--- src/rtl/gather.sv ---
// Rebuilds one N-wide parallel frame from an ordered {index, data} stream.
// Flags index gaps and out-of-range indices on the frame they belong to.
module gather #(
  parameter int W = 8,
  parameter int N = 2
) (
  input  logic                    clk,
  input  logic                    rst,
  input  logic                    s_stb,
  input  logic [$clog2(N)+W-1:0]  s_dat,
  output logic                    s_rdy,
  output logic                    m_stb,
  output logic [N*W-1:0]          m_dat,
  output logic                    m_err,
  input  logic                    m_rdy
);

  localparam int IW = $clog2(N);
  localparam logic [IW:0]   NLIM = (IW+1)'(N);
  localparam logic [IW-1:0] LAST = IW'(N-1);

  typedef enum logic {
    COLLECT,
    FULL
  } state_t;

  state_t         r_state, w_state;
  logic [IW-1:0]  r_exp, w_exp;
  logic           r_acc, w_acc;
  logic           r_stb, w_stb;
  logic           r_err, w_err;
  logic [N*W-1:0] r_dat, w_dat;

  logic [IW-1:0]  w_idx;
  logic [W-1:0]   w_d;
  logic           w_take;
  logic           w_inr;
  logic           w_last;
  logic           w_miss;

  assign w_idx  = s_dat[W +: IW];
  assign w_d    = s_dat[W-1:0];
  assign s_rdy  = (r_state == COLLECT);
  assign w_take = s_stb & s_rdy;
  assign w_inr  = {1'b0, w_idx} < NLIM;
  assign w_last = (w_idx == LAST);
  assign w_miss = (w_idx != r_exp);

  always_comb begin
    w_state = r_state;
    w_exp   = r_exp;
    w_acc   = r_acc;
    w_stb   = r_stb;
    w_err   = r_err;
    w_dat   = r_dat;
    unique case (r_state)
      COLLECT: begin
        if (w_take) begin
          if (w_inr) begin
            w_dat[w_idx*W +: W] = w_d;
          end
          if (!w_inr || w_miss) begin
            w_acc = 1'b1;
          end
          // Resync to whatever index arrived.
          w_exp = w_idx + 1'b1;
          if (w_last) begin
            w_exp   = '0;
            w_state = FULL;
            w_stb   = 1'b1;
            w_err   = r_acc | w_miss;
          end
        end
      end
      FULL: begin
        if (m_rdy) begin
          w_state = COLLECT;
          w_stb   = 1'b0;
          w_err   = 1'b0;
          w_acc   = 1'b0;
        end
      end
    endcase
  end

  always_ff @(posedge clk) begin
    if (!rst) begin
      r_state <= COLLECT;
      r_exp   <= '0;
      r_acc   <= 1'b0;
      r_stb   <= 1'b0;
      r_err   <= 1'b0;
      r_dat   <= '0;
    end else begin
      r_state <= w_state;
      r_exp   <= w_exp;
      r_acc   <= w_acc;
      r_stb   <= w_stb;
      r_err   <= w_err;
      r_dat   <= w_dat;
    end
  end

  assign m_stb = r_stb;
  assign m_err = r_err;
  assign m_dat = r_dat;

endmodule

--- config.mk ---
export PLATFORM = sky130hd
export DESIGN_NAME = gather
export DESIGN_NICKNAME = d
export VERILOG_FILES = /design/src/rtl/gather.sv
export SDC_FILE = /design/constraint.sdc
export NUM_CORES = 1
export LEC_CHECK = 0
export ABC_AREA = 1
export ABC_CLOCK_PERIOD_IN_PS = 1400
export CAP_MARGIN = 40
export CORE_MARGIN = 2
export CORE_UTILIZATION = 44
export DETAILED_ROUTE_END_ITERATION = 10
export PLACE_DENSITY_LB_ADDON = 0.15
export SLEW_MARGIN = 0
export SYNTH_ARGS = -nofsm -noshare
export SYNTH_HDL_FRONTEND = slang
export SYNTH_SLANG_ARGS = --single-unit
--- constraint.sdc ---
create_clock -name clk -period 1.4 [get_ports clk]
set_clock_uncertainty 0.1 [all_clocks]
set_input_delay 0.28 -clock clk [delete_from_list [all_inputs] [get_ports clk]]
set_output_delay 0.28 -clock clk [all_outputs]
set_load 0.1 [all_outputs]
Word-level counts from Yosys, hierarchy flattened

Index checks and enable logic that the tools add are counted.

Shift operators: 2
Bitwise operators: 3
$add $sub $neg: 2
Eq/ne operators: 5
Muxes and demuxes: 16
Reduce and logical (&&, ||, !) cells: 3

Operators with widths:

| kind                                                   | number |
|---|---|
| negator 4 -> 34 bit                                    | 1 |
| variable shift 8 x 34 -> 16 bit (first input constant) | 1 |
| variable part select 8 x 34 -> 16 bit                  | 1 |
| bitwise mux 16 bit                                     | 1 |
| two-way mux 1 bit                                      | 11 |
| case mux 1 bit (2 select lines)                        | 4 |
| AND reduction 3 bit                                    | 2 |
| != test 2 x 1 -> 1 bit (second input constant)         | 2 |
| != test 2 bit (second input constant)                  | 2 |
| AND reduction 2 bit                                    | 1 |
| adder 1 bit (second input constant)                    | 1 |
| bitwise AND 1 bit                                      | 1 |
| != test 1 bit                                          | 1 |
| NOT 1 bit                                              | 1 |
| OR 1 bit                                               | 1 |

Register bits after elaboration: 21
Output and inout port bits: 19
Input bits: 13

Depth between registers and ports, before layout

Depth after elaboration: 5
Depth in mapped cells: 6
Gate-level depth less buffers: 5

Worst setup path before layout

No wires, ideal clock.

Path type: register to register
From: reg r_state
To: reg r_dat[10] (netlist: m_dat[10])
Period minus slack after synthesis: 1449 ps
Arrival time: 1226 ps
Cell stages (with the launch flop): 6
Path slack: -49 ps
Data required time: 1177 ps
Library setup time: 123 ps
Path through: dfxtp_1 inv_2 nand3_2 buf_12 nand2_4 a21oi_2

Longest elaborated chain between the ends: 3

RTL lines:

| what                            | RTL line | text |
|---|---|---|
| start, declared                 | 27       | `state_t r_state, w_state;` |
| start signal, assigned          | 95       | `r_state <= w_state;` |
| NOT 1 bit (no line) *           | -        |  |
| via s_rdy                       | 11       | `output logic s_rdy,` |
| bitwise AND 1 bit               | 44       | `assign w_take = s_stb & s_rdy;` |
| AND reduction 2 bit (no line) * | -        |  |
| end signal, assigned            | 100      | `r_dat <= w_dat;` |
| end, declared                   | 32       | `logic [N*W-1:0] r_dat, w_dat;` |

The timed path passes the listed nets; every way through them passes the cells marked *.
A chain may end at the register's enable or synchronous reset.

Worst setup path in the final report

From: reg r_dat[14] (netlist: m_dat[14])
To: out m_dat[14]

RTL lines:

| what          | RTL line | text |
|---|---|---|
| end, declared | 13       | `output logic [N*W-1:0] m_dat,` |

No word-level cell between the ends.

==> implementation parameters <==
Parameter                              Value

Timing
  Number of failing setup endpoints in the final timing report    0
  Count of endpoints failing hold in the final timing report    0
  Max Clock Freq    0.7404 GHz
  Slew HR    65.06%
  PnR worst setup slack    49.35 ps
  Final-layout setup total negative slack    0 ps
  Final Slew Violations    0
  Post-layout min period    1351 ps
  Transition time at the pin with the least slew margin    523.5 ps
  Crit share post-route    96.48%
  Setup repair after global routing missed its margin    no

Setup path
  Startpoint of the worst register-to-register path    r_state
  Largest delay contributor family on the critical path    flip-flops
  Largest incremental delay on the critical path    460 ps
  Worst Setup Start Kind    flip-flop
  Critical path arrival    970 ps
  Maximum fanout count along the critical path    2
  CP Buf/Inv Count    1
  Ordered cell list for the critical path    buf_12
  Startpoint of the most critical setup path    m_dat[14]
  Register-to-register path setup slack    300 ps
  Classification of the worst setup path    reg -> out
  Data required time at the worst endpoint    1020 ps
  Setup crit end kind    primary output
  Slowest cell on crit path    sky130_fd_sc_hd__dfxtp_1

Routing
  Remaining number of nets flagged by the antenna check after routing    0
  Total number of vias    825
  DR iter-0 viols    15
  Via density per instance    4.688
  Wire per inst    11.51 microns
  Final routed DRC violation total    0
  Post-Route WL    2.026 mm
  Pre-Repair DR Iteration Count    4

Place
  Detailed-placement wirelength estimate    1.654 mm
  Placer congestion estimate    0.7297
  Number of buffer cells added on primary ports    31
  Dpl ws    -205.4 ps

Synthesis
  Number of distinct library cells after synthesis    18
  Sequential element share of the synthesized area    43.86%
  Synthesized-area fraction occupied by ao, oa, aoi and oai cells    9.791%
  Synthesized-area fraction occupied by adder cells    0%
  Main combinational cell family by area after synthesis    simple AND/OR/NAND/NOR gates
  Parity-gate share of the synthesized area counting xor and xnor cells    0%
  Synthesized netlist cell count    116
  Syn Std Cell Area    958.4 sq um
  Warnings, synthesis    0
  Syn_nets    129
  Number of synthesized register bits    21
  Mean instance size in the synthesized netlist    8.262 sq um
  Multiplexer area fraction after synthesis    0%
  Post-synthesis share of cell area spent on and, or, nand and nor gates    36.16%

Layout
  P&R area growth vs syn    57.57%
  Number of diodes added for antenna fixing    0
  Most common cell after layout, fill and taps aside    sky130_fd_sc_hd__nand2_1
  Highest-count cells in the layout ignoring fill and taps    sky130_fd_sc_hd__nand2_1, sky130_fd_sc_hd__dfxtp_1, sky130_fd_sc_hd__buf_12
  Net total in the final layout    163
  Fraction of final layout cells with drive strength greater than 1    32.89%
  Fill count    143

Power
  Clock network fraction of total power    18.6%
  Worst supply voltage drop on vdd    0.8400 mV
  Gate power share    36.6%
  Internal power summed over all cells    0.0009470 W
  Switching power    0.0005682 W
  P per Cell Area    1003 mW/mm^2
  Sequential share of power    44.8%
  Switching portion of total power    37.50%
  P_leak    0.6549 nW

Clocking
  Worst-path clk slew    110 ps
  Master cell of the clock root buffer    sky130_fd_sc_hd__clkbuf_4
  Maximum root-to-sink buffer count    2
  Num CTS Buffers    3
  Clock tree from TritonCTS    built
  Total number of clock tree sinks    21
  Clock Latency Late Sink    300 ps
  # Post-CTS Setup Buffers    0
  Clock H-tree levels    1

Floorplanning
  Cell Rows    16
  Total Die Area    0.002567 sq mm
  Die outline width    50.67 microns
  Initial core utilization    47.87%
  I/O pin cnt    32
  Vert. Die Dim    50.67 microns
  Placeable core region    0.002002 sq mm

Global route
  Pin count of the biggest net entering global routing    18
  Global-route usage over all layers    18.31%
  Number of antenna violations at the first check in global routing    0
  First-pass GRT wire length    3.553 mm
  Global route total overflow    0
  Via count of the first global-routing pass    836

Outcome
  Outcome    finished clean

Worst hold path
  Hold/Removal Path Class    reg -> reg
  Launch instance of the worst min-delay path    r_acc

Job
  Max-cap viol count    0
==> registers in the layout, summed over array words and instances, names as in the netlist <==
name and flops:
r_exp 1, r_acc 1, m_err 1, r_state 1, m_stb 1, m_dat 16
==> worst register-to-register path: cells and delay by family, from the launching register on <==
kind                   cells  cell delay [ps]
AO/OA/AOI/OAI              1              130
buffers and inverters      2              240
flip-flops                 1              400
AND/OR/NAND/NOR            2              150
==> kinds of logic after synthesis <==
logic type | count (synthesis)
AND/OR/NAND/NOR | 65
flip-flops | 21
buffers and inverters | 18
AO/OA/AOI/OAI | 12
==> Yosys cell counts <==
master	n	area, sq um
sky130_fd_sc_hd__or2_1	1	6.260
sky130_fd_sc_hd__dfxtp_1	21	420.4
sky130_fd_sc_hd__nand3_1	9	45.04
sky130_fd_sc_hd__inv_2	2	7.510
sky130_fd_sc_hd__nor3_1	1	5.000
sky130_fd_sc_hd__nand2_1	26	97.59
sky130_fd_sc_hd__buf_12	1	20.02
sky130_fd_sc_hd__buf_4	1	7.510
sky130_fd_sc_hd__nand2_4	8	90.09
sky130_fd_sc_hd__a21oi_1	3	15.01
sky130_fd_sc_hd__inv_1	11	41.29
sky130_fd_sc_hd__nor2_4	1	11.26
sky130_fd_sc_hd__nand3_4	1	17.52
sky130_fd_sc_hd__nor2_1	17	63.81
sky130_fd_sc_hd__a21oi_2	9	78.83
sky130_fd_sc_hd__nand3_2	1	10.01
sky130_fd_sc_hd__buf_6	1	11.26
sky130_fd_sc_hd__buf_2	2	10.01
==> cell type report <==
| cell class | count | area, sq um | area share [%] |
|---|---|---|---|
| timing repair buffer | 34 | 535.5 | 35.46 |
| multi-input combinational | 77 | 440.4 | 29.16 |
| sequential | 21 | 421.7 | 27.92 |
| inverter | 13 | 51.30 | 3.397 |
| tap | 27 | 33.78 | 2.237 |
| clock buffer | 3 | 22.52 | 1.491 |
| clock inverter | 1 | 5.005 | 0.3314 |
==> what timing repair did <==
action | in CTS | in global routing
endpoints found under the setup margin | 1 | 0
hold buffers | 0 | 0
gates resized for setup | 1 | 0
==> per-stage QoR <==
stage / instances / util, % / cell area, sq um / hold slack, ps / total power, W
2_1_floorplan: 116 / - / 960.9 / 314.9 / 0.001038
3_3_place_gp: 172 / 74.00 / 1481 / 360.5 / 0.001240
3_5_place_dp: 172 / 74.00 / 1481 / 366.8 / 0.001249
5_1_grt: 176 / 75.44 / 1510 / 403.3 / 0.001590
6_report: 176 / 75.44 / 1510 / 382.5 / 0.001515
4_1_cts: 176 / 75.44 / 1510 / 383.3 / 0.001536
==> per-layer routing <==
metal  GRT usage (%)  part of all wire, %
met1           21.32                   40
met4           4.955                 0.94
met3           5.952                  6.4
met5               0                    0
met2           32.02                   53
==> final timing paths <==
path	end	cells after the start
worst max-delay path	m_dat[14]	1
worst min-delay path	r_acc	2
worst min register to register	r_acc	2
worst max register to register	m_dat[8]	5
==> power groups by stage <==
| stage | sequential, W | combinational, W | clock [W] |
|---|---|---|---|
| final | 0.000679 | 0.000555 | 0.000281 |
| after global routing | 0.000684 | 0.000580 | 0.000326 |
| after CTS | 0.000680 | 0.000558 | 0.000297 |
| after detailed placement | 0.000692 | 0.000557 | 0 |
| after global placement | 0.000691 | 0.000549 | 0 |
| after floorplan | 0.000898 | 0.000140 | 0 |
Note: power is estimated with default switching activity, not from simulation.
